--- config.mk ---
export PLATFORM = sky130hd
export DESIGN_NAME = serial_subtractor_32
export DESIGN_NICKNAME = d
export VERILOG_FILES = /design/src/rtl/serial_subtractor_32.sv
export SDC_FILE = /design/constraint.sdc
export NUM_CORES = 1
export LEC_CHECK = 0
export CORE_ASPECT_RATIO = 1.5
export CORE_UTILIZATION = 40
export DETAILED_ROUTE_END_ITERATION = 6
export GPL_ROUTABILITY_DRIVEN = 0
export GPL_TIMING_DRIVEN = 0
export HOLD_SLACK_MARGIN = 0.08
export PLACE_DENSITY = 0.6
export SLEW_MARGIN = 0
export SYNTH_ARGS = -nofsm -noshare
export SYNTH_HDL_FRONTEND = slang
export SYNTH_SLANG_ARGS = --single-unit
--- constraint.sdc ---
create_clock -name i_clk -period 2.19 [get_ports i_clk]
set_input_delay 0.438 -clock i_clk [delete_from_list [all_inputs] [get_ports i_clk]]
set_output_delay 0.438 -clock i_clk [all_outputs]
set_load 0.005 [all_outputs]
--- src/rtl/serial_subtractor_32.sv ---
// Bit-serial two's-complement subtractor: a - b computed as a + ~b + 1, one bit per clock,
// through a single full-adder cell. A start/done handshake frames each operation.
module serial_subtractor_32 #(
    parameter int unsigned WIDTH = 32
) (
    input  logic             i_clk,
    input  logic             i_reset_n,
    input  logic             i_start,
    input  logic [WIDTH-1:0] i_a,
    input  logic [WIDTH-1:0] i_b,
    output logic             o_busy,
    output logic             o_done,
    output logic [WIDTH-1:0] o_diff,
    output logic             o_carryout,
    output logic             o_overflow,
    output logic             o_zero
);

    localparam int unsigned CntW = (WIDTH > 1) ? $clog2(WIDTH) : 1;
    localparam logic [CntW-1:0] LastCnt = CntW'(WIDTH - 1);

    typedef enum logic [1:0] {
        StIdle,
        StRun,
        StDone
    } state_t;

    state_t           r_state;
    state_t           w_state_nxt;
    logic             w_load;
    logic             w_step;

    logic [WIDTH-1:0] r_ra;
    logic [WIDTH-1:0] r_rb;
    logic [WIDTH-1:0] r_rd;
    logic             r_carry;
    logic [CntW-1:0]  r_cnt;
    logic             r_zacc;

    logic [WIDTH-1:0] r_diff;
    logic             r_carryout;
    logic             r_overflow;
    logic             r_zero;

    // Full-adder cell operating on the current LSBs; subtrahend bit is inverted.
    logic             w_x;
    logic             w_y;
    logic             w_s;
    logic             w_carry_nxt;
    logic [WIDTH-1:0] w_rd_nxt;
    logic             w_zacc_nxt;
    logic             w_last;

    assign w_x         = r_ra[0];
    assign w_y         = ~r_rb[0];
    assign w_s         = w_x ^ w_y ^ r_carry;
    assign w_carry_nxt = (w_x & w_y) | ((w_x ^ w_y) & r_carry);
    assign w_rd_nxt    = {w_s, r_rd[WIDTH-1:1]};
    assign w_zacc_nxt  = r_zacc & ~w_s;
    assign w_last      = (r_cnt == LastCnt);

    // State register with synchronous active-low reset.
    always_ff @(posedge i_clk) begin
        if (!i_reset_n) begin
            r_state <= StIdle;
        end else begin
            r_state <= w_state_nxt;
        end
    end

    // Next-state decode plus load/step strobes; busy/done depend on registered state only.
    always_comb begin
        w_state_nxt = r_state;
        w_load      = 1'b0;
        w_step      = 1'b0;
        o_busy      = 1'b0;
        o_done      = 1'b0;
        unique case (r_state)
            StIdle: begin
                if (i_start) begin
                    w_load      = 1'b1;
                    w_state_nxt = StRun;
                end
            end
            StRun: begin
                o_busy = 1'b1;
                w_step = 1'b1;
                if (w_last) begin
                    w_state_nxt = StDone;
                end
            end
            StDone: begin
                o_busy      = 1'b1;
                o_done      = 1'b1;
                w_state_nxt = StIdle;
            end
            default: begin
                w_state_nxt = StIdle;
            end
        endcase
    end

    // Operand shift registers, serial accumulators and result registers.
    always_ff @(posedge i_clk) begin
        if (!i_reset_n) begin
            r_ra       <= '0;
            r_rb       <= '0;
            r_rd       <= '0;
            r_carry    <= 1'b0;
            r_cnt      <= '0;
            r_zacc     <= 1'b0;
            r_diff     <= '0;
            r_carryout <= 1'b0;
            r_overflow <= 1'b0;
            r_zero     <= 1'b0;
        end else if (w_load) begin
            r_ra    <= i_a;
            r_rb    <= i_b;
            r_rd    <= '0;
            r_carry <= 1'b1;  // the +1 of a + ~b + 1
            r_cnt   <= '0;
            r_zacc  <= 1'b1;
        end else if (w_step) begin
            r_ra    <= {1'b0, r_ra[WIDTH-1:1]};
            r_rb    <= {1'b0, r_rb[WIDTH-1:1]};
            r_rd    <= w_rd_nxt;
            r_carry <= w_carry_nxt;
            r_cnt   <= r_cnt + 1'b1;
            r_zacc  <= w_zacc_nxt;
            if (w_last) begin
                r_diff     <= w_rd_nxt;
                r_carryout <= w_carry_nxt;
                // r_carry here is the carry into the MSB cell.
                r_overflow <= r_carry ^ w_carry_nxt;
                r_zero     <= w_zacc_nxt;
            end
        end
    end

    assign o_diff     = r_diff;
    assign o_carryout = r_carryout;
    assign o_overflow = r_overflow;
    assign o_zero     = r_zero;

endmodule
==> impl_metrics.toml, run 1 <==
[floorplan]
dieWidth_um = 98.3
initial_core_util_pct = 41.1
core_mm2 = 0.0135
ios = 104
rows = 52
die_h_um = 146
die-area_mm2 = 0.0144

[worst_setup_path]
path_class = "reg2out"
setup.worst_path.end_class = "output pin"
crit_fanout = 4
required_ns = 1.75
worstPathArrival_ns = 1.63
worstSetupStartpointType = "flip-flop"

[power_and_ir_drop]
leakage_uw = 0.00274
total_power_uw = 8310
peakVddDrop_uv = 589
power_density_mw_per_mm2 = 1120

[clocking]
cts_buffer_depth = 2
htree_levels = 4
clk_pin_slew_worst_paths_ns = 0.06
cts_setup_buffers = 0
clock_sinks = 139
cts_tree = "yes"
clk_latency_ns = 0.41
cts-root-buf = "clkbuf_16"
cts_buffers = 17

[place]
port_buffers = 102
pre_cts_slack_ns = 0.270
dp_hpwl_um = 9150

[timing]
rsz0062_at_grt = "no"
slew_violations = 0
hold_slack_ns = 0.450
finalHoldViolations = 0
fin_skew_ns = 0.00541
setup_violations = 0
fin_ws_ns = 0.126
fmaxAchievable_mhz = 484
post-route-period-util_pct = 94.3
finalCriticalPeriod_ns = 2.06
setup_tns_ns = 0
tightest_slew_ns = 0.446
relSlewSlack_pct = 70.3

[detailed_routing]
vias = 4713
drtPass1Iterations = 7
wire_per_inst_um = 13.1
detail-route-antenna-nets = 0
drtIter0Drc = 150
wirelength_um = 12400
drc = 2
routed_via_density = 4.96

[final_layout]
syn2layout_area_growth_pct = 33.9
final.fill_count = 1312
multiInputGateArea_mm2 = 0.00245
diodes = 0
nets = 851
final_util_pct = 55.0
seqCellArea_mm2 = 0.00279
layout-drive-gt1-share_pct = 10.0

[yosys]
ys_types = 27
synth_area_per_cell_um2 = 8.49
synth_fp_nets = 730
yosysWarnings = 0
ys_ff_latch = 139
synth_area_mm2 = 0.00556
synth_cells = 655
ys_seq_area_share_pct = 50.0

[job]
drv_cap = 0

[status]
status = "complete, but fails checks"
violations = "DRC"

[grt]
grt_pass1_wl_um = 20500
grt_usage_pct = 17.9
grt-ovfl-total = 0
antenna_found_initial = 0
first_global_vias = 4569
grt_max_degree = 17

[hold_path]
hp-class = "reg2reg"
## cell families after synthesis
group | count (synthesis) | share of synthesized area [%]
adder cells (fa/ha/maj) | 8 | 1.93
AND/OR/NAND/NOR | 182 | 12.7
multiplexers | 36 | 6.48
XOR/XNOR | 4 | 0.630
flip-flops | 139 | 50.0
buffers and inverters | 60 | 5.89
AO/OA/AOI/OAI | 226 | 22.4
## registers in the layout (all words and copies together) (netlist names)
name,flops
o_carryout,1
o_diff,32
o_overflow,1
o_zero,1
r_carry,1
r_cnt,5
r_ra,32
r_rb,32
r_rd,31
r_state,2
r_zacc,1
## worst max-delay path: stages (launching register included)
cell,delay [ns]
dfxtp_2,0.33
inv_1,0.09
ha_1,0.30
clkdlybuf4s50_1,0.50
## final timing paths
check              from         end  slack (ns)  depth (start not counted)
min          o_diff[13]  o_diff[13]        0.45                          2
min reg2reg  o_diff[13]  o_diff[13]        0.45                          2
max          r_state[1]      o_busy        0.13                          3
max reg2reg    r_cnt[0]  o_diff[27]        0.44                          7
## routing by layer
layer,track usage [%],up-vias,share of wire [%]
li1,-,2451,-
met1,19.4,2156,42
met2,33.2,93,53
met3,3.88,13,3.1
met4,7.16,0,1.2
met5,0,-,0
## area by class of cell
cell class / count / area share (%)
Sequential cell: 139 / 37.4
Multi-Input combinational cell: 456 / 32.9
Timing Repair Buffer: 102 / 13.7
Clock buffer: 21 / 6.32
Buffer: 54 / 4.10
Tap cell: 162 / 2.72
Clock inverter: 10 / 2.52
Inverter: 6 / 0.302
## timing repair
action,4_1_cts,5_1_grt
setup endpoints to repair,0,1
hold buffers,0,0
resized for setup,0,2
## cell usage after synthesis (all sizes together)
master | number | area (um^2)
dfxtp | 139 | 2780
nand2 | 137 | 519
a21oi | 122 | 611
o21ai | 64 | 320
buf | 43 | 264
a21boi | 36 | 270
mux2i | 36 | 360
nor2 | 36 | 135
clkbuf | 11 | 41.3
ha | 7 | 87.6
inv | 6 | 22.5
nand3 | 5 | 25.0
and2 | 2 | 12.5
o211a | 2 | 20.0
xnor2 | 2 | 17.5
xor2 | 2 | 17.5
a211oi | 1 | 7.51
a2bb2oi | 1 | 15.0
and3 | 1 | 6.26
fa | 1 | 20.0
nand4 | 1 | 6.26
## through the flow
step | instances | instance area (um^2)
after global routing | 950 | 7450
after detailed placement | 919 | 6790
after CTS | 950 | 7440
final | 950 | 7450
after floorplan | 655 | 5560
after global placement | 919 | 6790
## report_power, final
part	internal [uW]	switching, uW
sequential	2930	212
combinational	850	1160
clock	2110	1050
total	5890	2420
## cell usage in the layout, fill, tap and decap left out, types with 3 or more instances in the layout
master and n:
dfxtp_1 137, nand2_1 135, a21oi_1 122, clkdlybuf4s50_1 102, o21ai_0 57, mux2i_1 36
nor2_1 36, a21boi_1 28, buf_2 25, buf_4 17, clkbuf_16 17, clkbuf_1 12
a21boi_0 8, o21ai_1 7, ha_1 7, inv_1 5, nand3_1 5, bufinv_16 5
clkbuf_8 3
No activity file was read; power rests on OpenSTA's default activity.
==> run 2: changes to the inputs <==
--- a/config.mk
+++ b/config.mk
@@ -12,7 +12,7 @@
 export GPL_TIMING_DRIVEN = 0
 export HOLD_SLACK_MARGIN = 0.08
 export PLACE_DENSITY = 0.6
-export SLEW_MARGIN = 0
+export SLEW_MARGIN = 20
 export SYNTH_ARGS = -nofsm -noshare
 export SYNTH_HDL_FRONTEND = slang
 export SYNTH_SLANG_ARGS = --single-unit
==> results of run 2 <==
The final DEF is identical to that of run 1; final timing and power are the same.
==> run 3: changes to the inputs <==
--- a/config.mk
+++ b/config.mk
@@ -6,6 +6,7 @@
 export NUM_CORES = 1
 export LEC_CHECK = 0
 export CORE_ASPECT_RATIO = 1.5
+export CORE_MARGIN = 1.5
 export CORE_UTILIZATION = 40
 export DETAILED_ROUTE_END_ITERATION = 6
 export GPL_ROUTABILITY_DRIVEN = 0
==> run 3 against run 2 <==
  * The flow now finishes without violations
  * Hold slack hardly changed
  * Flip-flop and latch count stayed put
  * Worst setup slack worse by 0.034 ns
  * Largest cell class unchanged
==> impl_metrics.toml, run 3 (synthesis gave the netlist of run 1 again) <==
[worst_setup_path]
r2r_slack_ns = 0.46
crit_end = "o_busy"
reg2reg_to = "o_zero"
worstPathArrival_ns = 1.66
worstSetupStartpointType = "flip-flop"
required_ns = 1.75
crit_fanout = 4
reg2regPathDepth = 7
path_class = "reg2out"
setup.worst_path.end_class = "output pin"
startpoint = "r_state[1]"
reg2reg_from = "r_cnt[0]"

[timing]
finalCriticalPeriod_ns = 2.10
relSlewSlack_pct = 70.8
post-route-period-util_pct = 95.8
fin_skew_ns = 0.00794
slew_violations = 0
setup_tns_ns = 0
rsz0062_at_grt = "no"
finalHoldViolations = 0
tightest_slew_ns = 0.438
fmaxAchievable_mhz = 477
hold_slack_ns = 0.450
setup_violations = 0

[final_layout]
final_util_pct = 54.6
seqCellArea_mm2 = 0.00278
syn2layout_area_growth_pct = 32.8
finalNonFillerCells = 951
nets = 851
diodes = 0
final.fill_count = 1295
layout_commonest_cell = "dfxtp_1"
multiInputGateArea_mm2 = 0.00245
final_cell_mix = "138 x dfxtp_1, 135 x nand2_1, 122 x a21oi_1"
layout-drive-gt1-share_pct = 10.0

[power_and_ir_drop]
p_int_uw = 5570
leakage_uw = 0.00271
p_sw_share_pct = 30.3
power_density_mw_per_mm2 = 1080
total_power_uw = 7990
peakVddDrop_uv = 611
p_clk_share_pct = 35.6
seqPwrFrac_pct = 39.3
p_switching_uw = 2420
combPwrFrac_pct = 25.1

[floorplan]
core_mm2 = 0.0135
rows = 52
die-area_mm2 = 0.0146
die_h_um = 147
dieWidth_um = 99.3
initial_core_util_pct = 41.1
ios = 104

[clocking]
clock_sinks = 139
cts_buffers = 17
cts_buffer_depth = 2
htree_levels = 4
clk_pin_slew_worst_paths_ns = 0.06
cts-root-buf = "clkbuf_16"
ctsHoldBuffers = 0
cts_setup_buffers = 0
clk_latency_ns = 0.42
cts_tree = "yes"

[hold_path]
hold_start = "o_diff[24]"
hp-class = "reg2reg"

[detailed_routing]
vias = 4749
drtIter0Drc = 116
wirelength_um = 12400
wire_per_inst_um = 13.0
drc = 0
drtPass1Iterations = 4
routed_via_density = 4.99
detail-route-antenna-nets = 0

[place]
dpl.cell_count = 919
port_buffers = 102
dp_hpwl_um = 9180

[grt]
antenna_found_initial = 0
grt_max_degree = 17
grt-ovfl-total = 0
first_global_vias = 4604
grt_pass1_wl_um = 20800
grt_usage_pct = 17.8

[status]
status = "completed"

[job]
drv_cap = 0
-- run 3: how the worst min path moves through the flow --
stage / to / slack [ns] / cells past startpoint
final: o_diff[24] / 0.45 / 2
after global routing: r_ra[4] / 0.47 / 2
after CTS: r_ra[20] / 0.45 / 2
after detailed placement: r_ra[4] / 0.44 / 2
after global placement: r_rb[29] / 0.43 / 2
after floorplan: r_ra[21] / 0.43 / 2
-- run 3: cell type report --
| cell class | instances | area share, % |
|---|---|---|
| Clock inverter | 10 | 1.54 |
| Tap cell | 162 | 2.74 |
| Inverter | 6 | 0.305 |
| Clock buffer | 22 | 6.56 |
| Sequential cell | 139 | 37.7 |
| Buffer | 54 | 4.13 |
| Timing Repair Buffer | 102 | 13.8 |
| Multi-Input combinational cell | 456 | 33.2 |
-- run 3: layer usage --
layer  routed length, um  global-route usage [%]  vias up  share of wire (%)
li1                    -                       -     2457                  -
met4                 306                    8.66        0                2.5
met1                5210                    19.7     2181                 42
met3                 424                    3.64       23                3.4
met2                6460                    32.1       88                 52
met5                   0                       0        -                  0
-- run 3: metrics by stage --
stage,worst slack (ns),cell area [um^2]
2_1_floorplan,0.573,5560
3_3_place_gp,0.262,6790
3_5_place_dp,0.249,6790
4_1_cts,0.0471,7380
5_1_grt,0.0123,7380
6_report,0.0921,7380
-- run 3: timing repair --
| action | CTS | global route |
|---|---|---|
| endpoints found under the hold margin | 0 | 0 |
| setup endpoints to repair | 0 | 1 |
| resized for setup | 0 | 1 |
-- run 3: critical path, stage by stage, from the launching register on --
cell	delay (ns)
dfxtp_1	0.35
inv_1	0.10
ha_1	0.30
clkdlybuf4s50_1	0.50
-- run 3: power groups by stage --
stage	Clock, uW	Sequential (uW)	Combinational (uW)
3_5_place_dp	0	3190	2010
3_3_place_gp	0	3170	1970
5_1_grt	3010	3190	2260
6_report	2850	3140	2000
4_1_cts	2900	3140	2030
2_1_floorplan	0	3130	1500
